<file path="config.mk">
export PLATFORM = sky130hd
export DESIGN_NAME = piarb_wr_arb_flat
export DESIGN_NICKNAME = d
export VERILOG_FILES = /design/src/rtl/piarb_wr_arb_if.sv /design/src/rtl/piarb_wr_arb.sv /design/src/flat_wrapper.sv
export SDC_FILE = /design/constraint.sdc
export NUM_CORES = 1
export LEC_CHECK = 0
export CAP_MARGIN = 40
export CORE_AREA = 5 5 113 115
export CTS_CLUSTER_DIAMETER = 30
export DETAILED_ROUTE_END_ITERATION = 12
export DIE_AREA = 0 0 118 120
export HOLD_SLACK_MARGIN = 0.05
export PLACE_DENSITY_LB_ADDON = 0.2
export SYNTH_ARGS = -nofsm -noshare
export SYNTH_HDL_FRONTEND = slang
export SYNTH_SLANG_ARGS = --single-unit
</file>
<file path="constraint.sdc">
create_clock -name clk -period 3.4 [get_ports clk]
set_input_delay 0.34 -clock clk [delete_from_list [all_inputs] [get_ports clk]]
set_output_delay 0.34 -clock clk [all_outputs]
set_load 0.05 [all_outputs]
</file>
<file path="src/rtl/piarb_wr_arb_if.sv">
// piarb_wr_arb_if: ingress chunk, free-buffer and buffer-write signals of the write arbiter
interface piarb_wr_arb_if #(
    parameter int NUM_PORTS  = 4,
    parameter int ID_NBITS   = 4,
    parameter int BPTR_NBITS = 8,
    parameter int DATA_NBITS = 32
);
    logic [NUM_PORTS-1:0]            in_valid;
    logic [NUM_PORTS-1:0]            in_sop;
    logic [NUM_PORTS-1:0]            in_eop;
    logic [NUM_PORTS*DATA_NBITS-1:0] in_data;
    logic [NUM_PORTS-1:0]            in_ready;
    logic                            free_buf_req;
    logic                            free_buf_valid;
    logic [BPTR_NBITS-1:0]           free_buf_ptr;
    logic                            free_buf_available;
    logic                            write_data_valid;
    logic [BPTR_NBITS-1:0]           write_buf_ptr;
    logic [DATA_NBITS-1:0]           write_data;
    logic                            write_sop;
    logic [ID_NBITS-1:0]             write_port_id;
    logic                            err_proto;
    logic                            err_unexp_buf;

    modport master (
        input  in_valid, in_sop, in_eop, in_data, free_buf_valid, free_buf_ptr, free_buf_available,
        output in_ready, free_buf_req, write_data_valid, write_buf_ptr, write_data, write_sop,
               write_port_id, err_proto, err_unexp_buf
    );

    modport slave (
        output in_valid, in_sop, in_eop, in_data, free_buf_valid, free_buf_ptr, free_buf_available,
        input  in_ready, free_buf_req, write_data_valid, write_buf_ptr, write_data, write_sop,
               write_port_id, err_proto, err_unexp_buf
    );
endinterface

</file>
<file path="src/rtl/piarb_wr_arb.sv">
// piarb_wr_arb: packet-granular round-robin write arbiter with one-deep free-buffer prefetch
module piarb_wr_arb #(
    parameter int NUM_PORTS  = 4,
    parameter int ID_NBITS   = 4,
    parameter int BPTR_NBITS = 8,
    parameter int DATA_NBITS = 32
) (
    input  logic             clk,
    input  logic             rst_n,
    piarb_wr_arb_if.master   bus
);
    localparam int IDX = $clog2(NUM_PORTS);

    typedef enum logic {IDLE, BUSY} state_t;

    state_t                r_state, w_next_state;
    logic [IDX-1:0]        r_last_grant, r_owner;
    logic [IDX-1:0]        w_win, w_low, w_port, w_idx;
    logic                  w_has_sop, w_accept, w_discard, w_sop_err, w_req;
    logic [NUM_PORTS-1:0]  w_sop_cand, w_ready;
    logic                  r_pf_valid, r_req_pending;
    logic [BPTR_NBITS-1:0] r_pf_ptr, r_wptr;
    logic                  r_wvalid, r_wsop, r_err_proto, r_err_unexp;
    logic [DATA_NBITS-1:0] r_wdata;
    logic [ID_NBITS-1:0]   r_wid;

    assign w_sop_cand = bus.in_valid & bus.in_sop;

    // Round-robin winner among sop candidates; lowest valid port for stray mid-packet chunks
    always_comb begin
        w_win     = '0;
        w_has_sop = 1'b0;
        w_low     = '0;
        w_idx     = '0;
        for (int i = NUM_PORTS; i >= 1; i--) begin
            w_idx = r_last_grant + IDX'(i);
            if (w_sop_cand[w_idx]) begin
                w_win     = w_idx;
                w_has_sop = 1'b1;
            end
        end
        for (int i = NUM_PORTS - 1; i >= 0; i--)
            if (bus.in_valid[i]) w_low = IDX'(i);
    end

    // Acceptance, per-port ready and next-state decision
    always_comb begin
        w_port       = r_owner;
        w_accept     = 1'b0;
        w_discard    = 1'b0;
        w_sop_err    = 1'b0;
        w_ready      = '0;
        w_next_state = r_state;
        if (r_state == IDLE) begin
            if (w_has_sop) begin
                w_port   = w_win;
                w_accept = r_pf_valid;
            end else begin
                w_port    = w_low;
                w_discard = |bus.in_valid;
            end
            if (w_accept && !bus.in_eop[w_port]) w_next_state = BUSY;
        end else begin
            w_accept  = bus.in_valid[r_owner] & r_pf_valid;
            w_sop_err = w_accept & bus.in_sop[r_owner];
            if (w_accept && bus.in_eop[r_owner]) w_next_state = IDLE;
        end
        w_ready[w_port] = w_accept | w_discard;
    end

    // Ready and buffer request are held low while reset is asserted
    assign w_req        = rst_n & ~r_pf_valid & ~r_req_pending & bus.free_buf_available;
    assign bus.in_ready = rst_n ? w_ready : '0;

    // Prefetch bookkeeping, grant state, registered write port and sticky errors
    always_ff @(posedge clk) begin
        if (!rst_n) begin
            r_state       <= IDLE;
            r_last_grant  <= IDX'(NUM_PORTS - 1);
            r_owner       <= '0;
            r_pf_valid    <= 1'b0;
            r_pf_ptr      <= '0;
            r_req_pending <= 1'b0;
            r_wvalid      <= 1'b0;
            r_wptr        <= '0;
            r_wdata       <= '0;
            r_wsop        <= 1'b0;
            r_wid         <= '0;
            r_err_proto   <= 1'b0;
            r_err_unexp   <= 1'b0;
        end else begin
            r_state <= w_next_state;
            if (w_req) r_req_pending <= 1'b1;
            else if (bus.free_buf_valid) r_req_pending <= 1'b0;
            if (w_accept) r_pf_valid <= 1'b0;
            else if (bus.free_buf_valid && r_req_pending) begin
                r_pf_valid <= 1'b1;
                r_pf_ptr   <= bus.free_buf_ptr;
            end
            if (w_accept && r_state == IDLE) begin
                r_last_grant <= w_port;
                r_owner      <= w_port;
            end
            r_wvalid <= w_accept;
            if (w_accept) begin
                r_wptr  <= r_pf_ptr;
                r_wdata <= bus.in_data[w_port*DATA_NBITS +: DATA_NBITS];
                r_wsop  <= (r_state == IDLE);
                r_wid   <= ID_NBITS'(w_port);
            end
            r_err_proto <= r_err_proto | w_discard | w_sop_err;
            r_err_unexp <= r_err_unexp | (bus.free_buf_valid & ~r_req_pending);
        end
    end

    assign bus.free_buf_req     = w_req;
    assign bus.write_data_valid = r_wvalid;
    assign bus.write_buf_ptr    = r_wptr;
    assign bus.write_data       = r_wdata;
    assign bus.write_sop        = r_wsop;
    assign bus.write_port_id    = r_wid;
    assign bus.err_proto        = r_err_proto;
    assign bus.err_unexp_buf    = r_err_unexp;
endmodule

</file>
<file path="src/flat_wrapper.sv">
// flat-port wrapper written by rule: the top's interface ports become plain ports
module piarb_wr_arb_flat 
#(
    parameter int NUM_PORTS  = 4,
    parameter int ID_NBITS   = 4,
    parameter int BPTR_NBITS = 8,
    parameter int DATA_NBITS = 32
)
  (clk, rst_n, bus_in_valid, bus_in_sop, bus_in_eop, bus_in_data, bus_free_buf_valid, bus_free_buf_ptr, bus_free_buf_available, bus_in_ready, bus_free_buf_req, bus_write_data_valid, bus_write_buf_ptr, bus_write_data, bus_write_sop, bus_write_port_id, bus_err_proto, bus_err_unexp_buf);
  piarb_wr_arb_if #(.NUM_PORTS(NUM_PORTS), .ID_NBITS(ID_NBITS), .BPTR_NBITS(BPTR_NBITS), .DATA_NBITS(DATA_NBITS)) bus_i ();
  input  logic clk;
  input  logic rst_n;
  input wire logic [$bits(bus_i.in_valid)-1:0] bus_in_valid;
  input wire logic [$bits(bus_i.in_sop)-1:0] bus_in_sop;
  input wire logic [$bits(bus_i.in_eop)-1:0] bus_in_eop;
  input wire logic [$bits(bus_i.in_data)-1:0] bus_in_data;
  input wire logic [$bits(bus_i.free_buf_valid)-1:0] bus_free_buf_valid;
  input wire logic [$bits(bus_i.free_buf_ptr)-1:0] bus_free_buf_ptr;
  input wire logic [$bits(bus_i.free_buf_available)-1:0] bus_free_buf_available;
  output wire logic [$bits(bus_i.in_ready)-1:0] bus_in_ready;
  output wire logic [$bits(bus_i.free_buf_req)-1:0] bus_free_buf_req;
  output wire logic [$bits(bus_i.write_data_valid)-1:0] bus_write_data_valid;
  output wire logic [$bits(bus_i.write_buf_ptr)-1:0] bus_write_buf_ptr;
  output wire logic [$bits(bus_i.write_data)-1:0] bus_write_data;
  output wire logic [$bits(bus_i.write_sop)-1:0] bus_write_sop;
  output wire logic [$bits(bus_i.write_port_id)-1:0] bus_write_port_id;
  output wire logic [$bits(bus_i.err_proto)-1:0] bus_err_proto;
  output wire logic [$bits(bus_i.err_unexp_buf)-1:0] bus_err_unexp_buf;
  assign bus_i.in_valid = bus_in_valid;
  assign bus_i.in_sop = bus_in_sop;
  assign bus_i.in_eop = bus_in_eop;
  assign bus_i.in_data = bus_in_data;
  assign bus_i.free_buf_valid = bus_free_buf_valid;
  assign bus_i.free_buf_ptr = bus_free_buf_ptr;
  assign bus_i.free_buf_available = bus_free_buf_available;
  assign bus_in_ready = bus_i.in_ready;
  assign bus_free_buf_req = bus_i.free_buf_req;
  assign bus_write_data_valid = bus_i.write_data_valid;
  assign bus_write_buf_ptr = bus_i.write_buf_ptr;
  assign bus_write_data = bus_i.write_data;
  assign bus_write_sop = bus_i.write_sop;
  assign bus_write_port_id = bus_i.write_port_id;
  assign bus_err_proto = bus_i.err_proto;
  assign bus_err_unexp_buf = bus_i.err_unexp_buf;
  piarb_wr_arb #(.NUM_PORTS(NUM_PORTS), .ID_NBITS(ID_NBITS), .BPTR_NBITS(BPTR_NBITS), .DATA_NBITS(DATA_NBITS)) u_core (.clk(clk), .rst_n(rst_n), .bus(bus_i));
endmodule
</file>
==> impl_summary.md <==
Route
In the routed design, unresolved DRC markers number 0. The per-cell routed wire length is 18.5 um. For this run, the detailed router's first-pass iteration total came to 4. The final wirelength is 14200 um. The final route contains 4217 vias.

The number of violations reported at the end of detailed-routing iteration 0 is 331. After detailed routing, the number of vias per cell comes to 5.48. The number of nets still failing antenna checks after routing is 0.

Power
The part of the total power dissipated in sequential elements is 30.8%. The switching fraction of total power is 27.7%. For this design the total switching power over the nets is 691 uW.

Combinational cells account for 29.0% of the total power. Summed over all cells, the static leakage comes to 0.00239 uW. Dividing total power by cell area gives a power density of 391 nW/um^2.

The share of total power dissipated in the clock network is 40.2%. Internal power comes to 1800 uW. The largest vdd supply drop is 0.000268 V.

Setup path
The critical path startpoint category is a primary input. STA puts the critical path data required time at 3.06 ns. The endpoint of the worst register-to-register path is u_core.bus.write_data[13]. Of all nets on the critical path, the largest fanout is 13.

The critical path data arrival time is 2.45 ns. The type of the setup path with the least slack is in2out. The setup slack of the worst register-to-register path is 1.00 ns.

The category of the worst setup path capture point is a primary output. The number of cells traversed by the worst register-to-register path is 8. The startpoint of the most critical register-to-register path is u_core.r_owner[0].

Floorplan
The die is 120 um tall. The core region is 11700 um^2. The initial standard-cell utilization of the core is 33.7%. The row count is 40.

The number of ports placed on the die boundary is 205. The die area is 14200 um^2. The floorplan die width is 118 um.

Placed design
In this run the cell area measured after placement is 6060 um^2. Prior to clock tree synthesis, the placed netlist has a worst setup slack of 0.544 ns. The HPWL reported at the end of detailed placement is 10300 um.

The count of placed standard cells including taps is 753. The number of buffers added on ports is 202. The last weighted congestion value of the routability-driven placer is 0.941.

Final layout
The number of inserted diodes is 0. The most common library cell in the layout ignoring fill and taps is sky130_fd_sc_hd__clkdlybuf4s50_1. Compared with the post-synthesis result, the final layout area differs by 61.9%.

Cells with a size suffix above 1 make up 13.8% of the layout. The library cells used most frequently in the layout, excluding fill and tap cells, are sky130_fd_sc_hd__clkdlybuf4s50_1, sky130_fd_sc_hd__a31oi_1, sky130_fd_sc_hd__dfxtp_1, sky130_fd_sc_hd__a21oi_1, sky130_fd_sc_hd__nand2_1. The post-route cell area is 6380 um^2. In the final design database the tool counted 769 nets. Excluding fillers, the count of instances in the completed layout stands at 769.

Min path
The worst hold path passes through 2 cells. The origin of the worst min-delay path is rst_n. The path type of the worst min-delay path is in2reg. For hold timing, the worst endpoint is u_core.r_last_grant[0].

Synth
The number of distinct library cell variants in the gate-level netlist after synthesis is 45. The fraction of registers with async set or reset after synthesis is 0%. Synthesis produced a netlist whose cell count is 439.

Summing the sequential cell areas from Yosys gives 31.0% of the chip area. Summing every instance area after synthesis gives 3940 um^2. The number of enable-type register cells in the synthesized netlist is 0. For this run, the leading register cell type out of synthesis is sky130_fd_sc_hd__dfxtp_1. In this run, synthesis produced a sequential element count of 61. The mean instance size in the synthesized netlist is 8.98 um^2. The number of synthesis warnings is 0.

Clock tree
No sink is reached through more buffers than the 2 on the longest clock path. Once the clock tree was built, the setup fixing pass inserted 0 buffers. The number of gates resized after CTS was 0.

The H-tree depth reported by CTS is 3. Clock-pin slew was measured on the worst setup and hold paths at 0.05 ns. Counting the buffers created by CTS gives 9. Clock tree synthesis selected as its root buffer the cell sky130_fd_sc_hd__clkbuf_16. The count of hold-fix buffers inserted at cts is 0.

The CTS sink count is 61. TritonCTS built the clock tree. The later pin in the worst-skew pair is clocked with a latency of 0.33 ns.

Global routing
The final global-route overflow total is 0. The first global-routing pass estimated 22100 um of wire. The number of antenna violations at the first check in global routing is 0.

The pin count of the biggest net entering global routing is 71. In the global route stage, overall resource usage came out at 19.0%. The via count of the first global-routing pass is 4216.

Timing
Setup repair after global routing left no endpoint under its margin. In the final timing run, aggregate negative setup slack is 0 ns. The share of the cycle needed by the critical path after routing is 82.2%. Counting I/O delays and the setup requirement, the final critical path takes 2.79 ns. Headroom to the max-slew limit came out at 52.3%. The max-slew violation count is 0. The final critical-path setup slack is 0.607 ns. The worst hold slack is 0.401 ns.

The worst-case clock skew is 0.00670 ns. The total setup violations reported at the end of the flow is 0. Static timing analysis puts the maximum clock frequency at 0.358 GHz. The pin slew with the least headroom to its limit is 0.715 ns.

The total count of hold-check failures in the final report is 0.

Flow run
The tool flagged a number of max-cap violations equal to 0.

Status
The run finished with clean final reports.
-- layer usage --
layer | global-route usage, % | vias to the layer above | wire (um)
met5 | 0 | - | 0
met4 | 6.02 | 0 | 299
met3 | 5.14 | 20 | 839
met2 | 33.9 | 140 | 7170
met1 | 22.1 | 2008 | 5910
li1 | - | 2049 | -
-- cells in the mapped netlist, types with 5 or more instances --
cell type | n | area, um^2
sky130_fd_sc_hd__a21oi_1 | 55 | 275
sky130_fd_sc_hd__a31oi_1 | 64 | 400
sky130_fd_sc_hd__buf_1 | 5 | 18.8
sky130_fd_sc_hd__buf_2 | 14 | 70.1
sky130_fd_sc_hd__buf_4 | 10 | 75.1
sky130_fd_sc_hd__clkbuf_1 | 14 | 52.6
sky130_fd_sc_hd__dfxtp_1 | 61 | 1220
sky130_fd_sc_hd__mux2_2 | 14 | 158
sky130_fd_sc_hd__mux2_4 | 20 | 300
sky130_fd_sc_hd__mux2i_1 | 37 | 370
sky130_fd_sc_hd__nand2_1 | 44 | 165
sky130_fd_sc_hd__nor2_1 | 12 | 45.0
sky130_fd_sc_hd__nor3_1 | 5 | 25.0
sky130_fd_sc_hd__o21ai_0 | 7 | 35.0
sky130_fd_sc_hd__o32ai_1 | 20 | 175
sky130_fd_sc_hd__o32ai_2 | 12 | 195
-- state kept, by name, summed over array words and instances (netlist names) --
signal,count
u_core.bus.err_proto,1
u_core.bus.err_unexp_buf,1
u_core.bus.write_buf_ptr,8
u_core.bus.write_data,32
u_core.bus.write_data_valid,1
u_core.bus.write_port_id,2
u_core.bus.write_sop,1
u_core.r_last_grant,2
u_core.r_owner,2
u_core.r_pf_ptr,8
u_core.r_pf_valid,1
u_core.r_req_pending,1
u_core.r_state,1
-- per-stage QoR --
stage / power [uW] / utilization [%]
global route: 2600 / 54.5
detailed placement: 1510 / 51.7
finish: 2490 / 54.5
floorplan: 1220 / -
CTS: 2520 / 54.5
global placement: 1490 / 51.7
-- cells by family (layout without fill, tap and decap cells) --
group	count (synthesis)	in the layout	synth area share (%)
AO/OA/AOI/OAI	179	179	32.3
multiplexers	72	72	21.6
buffers and inverters	50	232	6.73
flip-flops	61	61	31.0
other	1	2	0.0951
AND/OR/NAND/NOR	76	76	8.34
-- worst max-delay path, cell delays in order --
cell                              delay, ns
sky130_fd_sc_hd__clkdlybuf4s50_1       0.57
sky130_fd_sc_hd__nand2_1               0.10
sky130_fd_sc_hd__o21ai_0               0.21
sky130_fd_sc_hd__a2bb2oi_1             0.39
sky130_fd_sc_hd__o221ai_4              0.22
sky130_fd_sc_hd__buf_4                 0.25
sky130_fd_sc_hd__nor2_1                0.21
sky130_fd_sc_hd__buf_12                0.17
-- power by group through the flow --
stage                     Sequential (uW)  Combinational [uW]  Clock [uW]
after CTS                             767                 729        1020
final                                 767                 724        1000
after global routing                  771                 770        1060
after detailed placement              782                 724           0
after global placement                781                 712           0
after floorplan                       838                 378           0
-- how the worst max path moves through the flow --
stage / depth (start not counted) / end / from / slack (ns)
after CTS: 8 / bus_in_ready[1] / bus_in_valid[3] / 0.61
after detailed placement: 9 / u_core.bus.write_data[9] / bus_in_valid[0] / 0.54
after global routing: 7 / bus_in_ready[2] / bus_in_valid[0] / 0.42
after global placement: 9 / u_core.bus.write_data[13] / bus_in_valid[0] / 0.62
after floorplan: 8 / bus_in_ready[2] / bus_in_valid[0] / 0.26
final: 8 / bus_in_ready[1] / bus_in_valid[3] / 0.61
-- cell type report --
class	count	area, um^2
fill	1087	5330
clock inverter	4	70.1
sequential	61	1220
timing repair buffer	212	2160
inverter	4	15.0
tap	147	184
multi-input combinational	329	2480
clock buffer	12	256
Power figures use the tool's default switching activity.
